$ cat src/rtl/opcode_dispatch_pkg.sv
// Shared types for the opcode dispatch controller.
// Build option: define DISPATCH_TRACE_EN for simulation response tracing.
package opcode_dispatch_pkg;

  typedef enum logic [2:0] {
    IDLE     = 3'd0,
    DECODE   = 3'd1,
    DISPATCH = 3'd2,
    WAIT     = 3'd3,
    RESP     = 3'd4
  } state_t;

  localparam logic OP_DISPATCH = 1'b0;
  localparam logic OP_INVALID  = 1'b1;

  typedef enum logic [1:0] {
    ST_OK      = 2'd0,
    ST_TIMEOUT = 2'd1,
    ST_INVALID = 2'd2
  } status_t;

endpackage

$ cat src/rtl/dispatch_timer.sv
// Clear/enable 8-bit wait counter; expire flags the final wait cycle.
// Counting stops at expiry, so the counter never wraps.
module dispatch_timer #(
  parameter int TIMEOUT = 15
) (
  input  logic clock,
  input  logic reset,
  input  logic clear,
  input  logic enable,
  output logic expire
);

  localparam logic [7:0] LAST = 8'(TIMEOUT - 1);

  logic [7:0] count;

  always_ff @(posedge clock or posedge reset) begin
    if (reset) begin
      count <= '0;
    end else if (clear) begin
      count <= '0;
    end else if (enable && !expire) begin
      count <= count + 8'd1;
    end
  end

  assign expire = (count == LAST);

endmodule

$ cat src/rtl/opcode_dispatch_ctrl.sv
// Decodes one command at a time, launches a unit and returns its status.
// Build option: DISPATCH_TRACE_EN prints a line at every response entry.
module opcode_dispatch_ctrl
  import opcode_dispatch_pkg::*;
#(
  parameter int ID_W    = 1,
  parameter int TIMEOUT = 15
) (
  input  logic                 clock,
  input  logic                 reset,
  input  logic                 cmd_valid,
  output logic                 cmd_ready,
  input  logic                 cmd_opcode,
  input  logic [ID_W-1:0]      cmd_id,
  output logic [2**ID_W-1:0]   unit_start,
  input  logic [2**ID_W-1:0]   unit_done,
  output logic                 rsp_valid,
  input  logic                 rsp_ready,
  output logic [1:0]           rsp_status,
  output logic [ID_W-1:0]      rsp_id,
  output logic                 busy
);

  localparam int NUM_UNITS = 2**ID_W;
  localparam logic [NUM_UNITS-1:0] ONE = NUM_UNITS'(1);

  state_t          state;
  state_t          state_n;
  status_t         status_q;
  status_t         status_n;
  logic            op_q;
  logic [ID_W-1:0] id_q;
  logic            done_hit;
  logic            expire;

  assign done_hit = unit_done[id_q];

  dispatch_timer #(
    .TIMEOUT(TIMEOUT)
  ) u_timer (
    .clock (clock),
    .reset (reset),
    .clear (state == DISPATCH),
    .enable(state == WAIT),
    .expire(expire)
  );

  always_comb begin
    state_n  = state;
    status_n = status_q;
    unique case (state)
      IDLE: begin
        if (cmd_valid) state_n = DECODE;
      end
      DECODE: begin
        if (op_q == OP_DISPATCH) begin
          state_n = DISPATCH;
        end else begin
          state_n  = RESP;
          status_n = ST_INVALID;
        end
      end
      DISPATCH: state_n = WAIT;
      WAIT: begin
        // done is checked first so it beats a same-cycle expiry
        if (done_hit) begin
          state_n  = RESP;
          status_n = ST_OK;
        end else if (expire) begin
          state_n  = RESP;
          status_n = ST_TIMEOUT;
        end
      end
      RESP: begin
        if (rsp_ready) state_n = IDLE;
      end
      default: state_n = IDLE;
    endcase
  end

  always_ff @(posedge clock or posedge reset) begin
    if (reset) begin
      state    <= IDLE;
      status_q <= ST_OK;
      op_q     <= OP_DISPATCH;
      id_q     <= '0;
    end else begin
      state    <= state_n;
      status_q <= status_n;
      if (state == IDLE && cmd_valid) begin
        op_q <= cmd_opcode;
        id_q <= cmd_id;
      end
    end
  end

  assign cmd_ready  = (state == IDLE);
  assign busy       = (state != IDLE);
  assign rsp_valid  = (state == RESP);
  assign rsp_status = status_q;
  assign rsp_id     = id_q;
  assign unit_start = (state == DISPATCH) ? (ONE << id_q) : '0;

`ifdef DISPATCH_TRACE_EN
  always_ff @(posedge clock) begin
    if (!reset && state != RESP && state_n == RESP) begin
      if (status_n == ST_OK)
        $display("id %0d ok", id_q);
      else if (status_n == ST_TIMEOUT)
        $display("id %0d timeout", id_q);
      else
        $display("invalid");
    end
  end
`endif

endmodule
$ cat config.mk
export PLATFORM = sky130hd
export DESIGN_NAME = opcode_dispatch_ctrl
export DESIGN_NICKNAME = d
export VERILOG_FILES = /design/src/rtl/opcode_dispatch_pkg.sv /design/src/rtl/dispatch_timer.sv /design/src/rtl/opcode_dispatch_ctrl.sv
export SDC_FILE = /design/constraint.sdc
export NUM_CORES = 1
export LEC_CHECK = 0
export CAP_MARGIN = 20
export CORE_MARGIN = 1.5
export CORE_UTILIZATION = 52
export CTS_BUF_LIST = sky130_fd_sc_hd__clkbuf_2
export CTS_CLUSTER_DIAMETER = 80
export DETAILED_ROUTE_END_ITERATION = 7
export PLACE_DENSITY = 0.76
export SLEW_MARGIN = 20
export SYNTH_ARGS = -nofsm -noshare
export SYNTH_HDL_FRONTEND = slang
export SYNTH_SLANG_ARGS = --single-unit
$ cat constraint.sdc
create_clock -name clock -period 1.8 [get_ports clock]
set_clock_uncertainty 0.1 [all_clocks]
set_input_delay 0.36 -clock clock [delete_from_list [all_inputs] [get_ports clock]]
set_output_delay 0.36 -clock clock [all_outputs]
set_load 0.01 [all_outputs]
Yosys cells after proc, flatten, opt, wreduce, memory -nomap -nowiden
Index checks and enable logic that the tools add are counted.
{ "totals": {"reg_bits": 15, "input_bits": 8} }
{ "classes": {"addsub": 1, "order_cmp": 1, "eq_ne": 9, "shift": 1, "mux": 15, "reduce_logical": 9} }
{ "op_table": {"columns": ["cell", "n"], "rows": [
  ["$mux W8", 2],
  ["$mux W3", 5],
  ["$pmux W3 S5", 1],
  ["$add A8 B1 Y8 const B", 1],
  ["$eq A8 B4 Y1 const B", 1],
  ["$mux W2", 4],
  ["$eq A3 B2 Y1 const B", 2],
  ["$reduce_and A3 Y1", 2],
  ["$ne A2 B2 Y1 const B", 2],
  ["$pmux W2 S2", 1],
  ["$reduce_bool A2 Y1", 2],
  ["$eq A3 B1 Y1 const B", 1],
  ["$eq A3 B3 Y1 const B", 1],
  ["$logic_not A3 Y1", 1],
  ["$ne A3 B3 Y1 const B", 1],
  ["$reduce_bool A3 Y1", 1],
  ["$logic_and A1 B1 Y1", 2],
  ["$lt A1 B2 Y1 const B", 1],
  ["$mux W1", 2],
  ["$ne A2 B1 Y1 const B", 1],
  ["$shl A1 B1 Y2 const A", 1],
  ["$logic_not A1 Y1", 1]
]} }

Logic depth before layout (Yosys ltp)
Gate-level depths: netlist (run 1).
{ "logic_depth": {"ltp_word": 5, "mapped_depth": 7} }

Modules after synthesis
From an unflattened synthesis (run 1), not the netlist that was laid out.
{ "unflattened": {"cells_unflattened": 87, "hier_area_um2": 847.1} }
{ "modules_own_cells": {"columns": ["mod", "instances", "cells_each", "area_per_inst_um2", "seq_area_each_um2"], "rows": [
  ["dispatch_timer", 1, 49, 460.4, 200.2],
  ["opcode_dispatch_ctrl", 1, 38, 386.6, 175.2]
]} }

Least setup slack after synthesis (run 1)
Ideal clock, no wire load.
{ "synth_path": {"path_kind": "register to register", "startpoint": "register u_timer.count[0]", "endpoint": "register u_timer.count[4]", "arrival_ps": 1404, "setup_slack_ps": 217, "path_stages_with_launch": 8, "period_less_slack_ps": 1583, "cell_sequence": "dfrtp_1 > inv_1 > ha_1 > nor2b_1 > and3_1 > buf_6 > nor3_2 > mux2i_1"} }
{ "synth_via": {"elab_chain_cells": 4} }
{ "synth_rtl": {"columns": ["item", "line_no", "source"], "rows": [
  ["start: declaration", "dispatch_timer.sv:15", "logic [7:0] count;"],
  ["start signal: assignment", "dispatch_timer.sv:23", "count <= count + 8'd1;"],
  ["parallel branches: the longest is 4 deep, another holds $add A8 B1 Y8", null, null]
]} }
Several ways; the timed one is not identified. The select of a mux whose other input is x is not followed.
A chain may end at the register's enable or synchronous reset.

Final worst setup path (run 1)
{ "layout_path": {"startpoint": "register state[2]", "endpoint": "output unit_start[0]"} }
{ "layout_via": {"elab_chain_cells": 2} }
{ "layout_rtl": {"columns": ["item", "line_no", "source"], "rows": [
  ["start: declaration", "opcode_dispatch_ctrl.sv:27", "state_t state;"],
  ["start signal: assignment", "opcode_dispatch_ctrl.sv:88", "state <= state_n;"],
  ["$eq A3 B2 Y1", "opcode_dispatch_ctrl.sv:102", "assign unit_start = (state == DISPATCH) ? (ONE << id_q) : '0;"],
  ["$mux W2", "opcode_dispatch_ctrl.sv:102", null],
  ["end: declaration", "opcode_dispatch_ctrl.sv:15", "output logic [2**ID_W-1:0] unit_start,"]
]} }
Every way passes these cells.

==> results of run 1 <==
cells in the final DEF (no fill, tap or decap), types with 2 or more instances in the layout:
master | Yosys | final
clkbuf_2 | 0 | 6
mux2_2 | 2 | 2
xnor2_1 | 4 | 4
inv_1 | 7 | 7
a21oi_1 | 5 | 5
nand3_1 | 2 | 2
buf_2 | 0 | 2
mux2i_1 | 3 | 3
nor3_1 | 5 | 4
nor2b_1 | 2 | 2
buf_6 | 1 | 2
buf_4 | 0 | 10
o211ai_1 | 2 | 2
nor2_1 | 6 | 5
dfrtp_1 | 15 | 14
o22ai_1 | 2 | 2
ha_1 | 2 | 2
o21ai_0 | 7 | 7
clkdlybuf4s50_1 | 0 | 10
nand2_1 | 9 | 8
worst max-delay path: stages, from the launching register on:
cell and delay (ns):
dfrtp_1 0.42, buf_6 0.13, nor2_4 0.10, buf_6 0.11, nand2_2 0.04, nor2_1 0.09
buf_2 0.13
cell type report:
cell class | instances | area (um2)
Inverter | 7 | 26.3
Timing Repair Buffer | 27 | 226
Fill cell | 105 | 374
Tap cell | 16 | 20.0
Sequential cell | 15 | 377
Clock buffer | 4 | 20.0
Multi-Input combinational cell | 62 | 445
what timing repair did:
item	CTS	global route
endpoints found under the setup margin	5	10
pin swaps	2	4
resized for setup	14	12
buffers inserted	3	2
logic make-up after synthesis:
logic type                 synth area share [%]
adders and majority gates                  3.03
xor gates and xnor gates                   4.25
buffers and inverters                      5.01
AOI/OAI and AO/OA                          13.5
muxes                                      6.37
DFF                                        45.5
and+or+nand+nor                            22.3
flip-flops by register name, indices dropped and copies added, names as in the netlist:
register       cells
u_timer.count      8
state              3
rsp_status         2
op_q               1
rsp_id             1
path summary, 6_finish.rpt:
path,from,to,slack [ns],cells after the start
worst max-delay path,state[2],unit_start[0],0.04,6
worst min-delay path,reset,u_timer.count[6],0.28,3
worst max register to register,state[2],u_timer.count[3],0.09,7
worst min register to register,rsp_status[1],rsp_status[1],0.45,2
max in group asynchronous,reset,state[0],1.13,3
min in group clock,rsp_status[1],rsp_status[1],0.45,2
layer usage:
metal | up-vias | wire length (um)
met4 | 0 | 19
met2 | 16 | 958
li1 | 357 | -
met3 | 2 | 50
met1 | 341 | 766
met5 | - | 0
stage by stage:
stage	setup WS (ns)	power (uW)	hold slack (ns)	TNS, ns	cells
floorplan	0.217	839	0.161	0	86
global placement	0.0474	1110	0.410	0	122
detailed placement	0.0319	1130	0.428	0	122
CTS	0.00246	1320	0.273	0	129
global route	-0.0280	1490	0.275	-0.0445	131
finish	0.0433	1390	0.280	0	131
power by group:
part / total (uW) / leakage (uW) / internal [uW] / switching [uW]
Combinational: 710 / 0.000319 / 373 / 337
Clock: 165 / 0.0000166 / 58.9 / 106
Sequential: 517 / 0.000194 / 422 / 95.7
==> metrics, run 1 <==
outcome finished clean; Routed Antenna Nets 0; Die W approximately 43 um; Tcrit/Tclk final 97.6%; pwr/cell area 1250 mW/mm2; most used flip-flop cell after synthesis dfrtp_1; GRT busiest layer met2; Antenna Cells 0; GRT Total Usage roughly 22%; total length of routed wires 1800 um; vias in the first global route between 700 and 800; Core Region about 0.0015 mm2; WP data required 1.34 ns; syn nets 96; CTS Hold Buffers Added 0; synthesized flop and latch total 15; VDD IR max about 0.89 mV; fmax ~570 MHz; Worst-Skew Late Latency 0.28 ns; element type at the critical path start register; I/O Buffers 15; row count 14; dominant cells by area after synthesis dfrtp_1, o21ai_0, xnor2_1; Tmin final between 1.5 and 2 ns; CTS H-tree depth 1; post-synth top area cell dfrtp_1; Detail Placement HPWL 1340 um; design area 0.00111 mm2; post-synth top area share ~46%; M3 GR Usage approximately 2.6%; worst min-delay path category in -> async; Pre-Repair DR Iteration Count 4; post-synth cell types 27; syn_area_per_cell 9.59 um2; P_leak 0.000530 uW; total grt overflow 0; Global Route met1 Usage 25.3%; Die H 42.8 um; Post-Syn Area slightly above 800 um2; Synth top cells by count dfrtp_1, nand2_1, inv_1, o21ai_0, nor2_1; DR iter-0 viols 14; final hold violations 0; Clock transition at path regs 0.15 ns; Setup Crit Path Kind reg -> out; asr flop ratio synth 100%; Slew Limit Headroom slightly above 80%; clk buf depth 2; Clock Tree Root clkbuf_2; detail-routed net length per standard cell between 10 and 15 um; total CTS buffers 3; Post-synth EDFFs 0; CP Max Fanout 3; layout cells sized above 1 between 20% and 30%; Crit. End Element output port; placed cell areas 0.00103 mm2; first-pass GRT wire length roughly 2900 um; setup violators final 0; CTS sink cnt 15; # DRC 0; die area around 0.0018 mm2; routability-driven placement congestion ratio between 0.7 and 0.8; synthesis-to-finish area growth 35.2%; DR vias/cell roughly 5.5; Cells after Synth 86; most common cell in the netlist dfrtp_1; RSZ-0062 raised after global routing yes; worst slew pin tran around 0.28 ns; pin count of the biggest net entering global routing 16; met2 GRT Util 39.4%; final core occ between 70 and 80%; routed vias between 700 and 800; Final #Nets 126; yosys warns 0; CTS tree done; initial antenna violation count 0; Max Cap Viol 0; Ports 16; CP arrival 1.30 ns; post-synthesis sequential area ratio 45.5%; initial core utilization approximately 55%; fin. max-slew vios 0
Note: power is estimated with default switching activity, not from simulation.
==> run 2: changes to the inputs <==
--- a/config.mk
+++ b/config.mk
@@ -11,7 +11,8 @@
 export CTS_BUF_LIST = sky130_fd_sc_hd__clkbuf_2
 export CTS_CLUSTER_DIAMETER = 80
 export DETAILED_ROUTE_END_ITERATION = 7
-export PLACE_DENSITY = 0.76
+export PLACE_DENSITY = 0.8
+export SETUP_SLACK_MARGIN = 0.02
 export SLEW_MARGIN = 20
 export SYNTH_ARGS = -nofsm -noshare
 export SYNTH_HDL_FRONTEND = slang
==> metrics, run 2 (same netlist as run 1, synthesis figures left out) <==
DR vias/cell 5.54; pwr/cell area roughly 1300 mW/mm2; row count 14; detail-routed net length per standard cell 13.6 um; Routed Antenna Nets 0; Clock transition at path regs 0.16 ns; cells on worst reg2reg path 7; Final #Nets ~130; Multi-input gate area 437 um2; WP data required about 1.3 ns; element type at the critical path start register; Tmin final approximately 1.8 ns; Max Cap Viol 0; fin. max-slew vios 0; VDD IR max 0.962 mV; combinational power share 57.0%; CTS sink cnt 15; register area approximately 380 um2; Worst-Skew Late Latency approximately 0.3 ns; Tcrit/Tclk final 100%; Setup Crit Path Kind reg -> out; Slew Limit Headroom approximately 76%; Detail Placement HPWL 1260 um; clock share of power 10.6%; failing checks setup timing; setup ws final -0.000504 ns; most common cell after layout, fill and taps aside buf_4; Ports 16; total length of routed wires 1870 um; Pre-Repair DR Iteration Count 4; P_leak about 0.00055 uW; layout cells sized above 1 a little under a third; setup violators final 1; fmax approximately 560 MHz; synthesis-to-finish area growth 41.1%; Largest register FFs 8; Fillers 97; first-pass GRT wire length 3080 um; Int Pwr 968 uW; clk buf depth 2; # DRC 0; total grt overflow 0; GRT Total Usage 22.4%; pin count of the biggest net entering global routing 16; Die H 42.8 um; CP Max Fanout 4; initial antenna violation count 0; outcome finished, violations left; sequential power share around a third; Die W roughly 43 um; Switching Share about two fifths; CTS H-tree depth 1; routed vias between 700 and 800; worst min-delay path category in -> async; Antenna Cells 0; I/O Buffers 15; Net Sw Power around 600 uW; Clock Tree Root clkbuf_2; commonest cells after routing, fill and taps aside buf_4, dfrtp_1, clkdlybuf4s50_1, nand2_1; Core Region 0.00149 mm2; DR iter-0 viols 4; Top reg by flops u_timer.count; vias in the first global route approximately 700; CTS tree done; # placed instances between 100 and 150; final core occ 78.2%; total CTS buffers 3; Crit. End Element output port; worst slew pin tran ~0.36 ns; final std cells w/o fill ~140; initial core utilization between 50 and 60%; routability-driven placement congestion ratio 0.852; die area roughly 0.0018 mm2; RSZ-0062 raised after global routing yes; CP arrival roughly 1.3 ns; final hold violations 0
-- run 2: cell count changes in the layout (fill, tap and decap cells not counted), sizes merged --
cell,change
buf,+9
clkbuf,-2
dlygate4sd2,-1
clkinv,+1
-- run 2: stage by stage --
step           worst slack (ns)  instance area (um2)  hold slack, ns   TNS [ns]  total power [uW]
2_1_floorplan             0.217                  825           0.161          0               839
3_3_place_gp             0.0218                 1040           0.412          0              1120
3_5_place_dp            0.00945                 1040           0.432          0              1140
4_1_cts                 -0.0337                 1120           0.221    -0.0337              1460
5_1_grt                 -0.0771                 1160           0.255     -0.147              1670
6_report              -0.000504                 1160           0.230  -0.000504              1560
-- run 2: worst max-delay path, cell delays in order, from the launching register on --
cell	delay, ns
dfrtp_1	0.44
buf_4	0.14
buf_4	0.13
buf_6	0.11
nor3_2	0.08
buf_2	0.14
-- run 2: power by group through the flow --
stage | logic, uW | clock network, uW | registers, uW
floorplan | 318 | 0 | 521
global placement | 623 | 0 | 501
detailed placement | 633 | 0 | 511
CTS | 782 | 170 | 505
global route | 971 | 182 | 518
finish | 891 | 166 | 507
-- run 2: metal layers --
layer	routed length [um]	share of wire (%)	global-route usage, %
met5	0	0	0
met2	1050	56	40.9
met1	755	40	25.9
met3	39	2.1	2.55
met4	23	1.2	9.38
-- run 2: what timing repair did --
item / CTS / global route
pin swaps: 2 / 2
hold endpoints to repair: 0 / 0
gates resized for setup: 23 / 7
hold buffers: 0 / 0
buffers inserted: 8 / 3
endpoints found under the setup margin: 6 / 14
-- run 2: path summary, 6_finish.rpt --
path | to | slack [ns] | from
min in group clock | u_timer.count[0] | 0.45 | u_timer.count[0]
hold / removal | u_timer.count[5] | 0.23 | reset
setup / recovery | rsp_valid | -0.0005 | state[0]
max in group asynchronous | u_timer.count[1] | 1.18 | reset
setup reg to reg | u_timer.count[0] | 0.14 | state[0]
hold reg to reg | u_timer.count[0] | 0.45 | u_timer.count[0]
-- run 2: cell type report --
type / count / area share (%)
multi-input cells: 62 / 37.5
flip-flops and latches: 15 / 32.3
repair buffers: 34 / 24.5
inverters: 7 / 2.26
well taps: 16 / 1.72
clock buffers: 3 / 1.29
clock inverters: 1 / 0.430
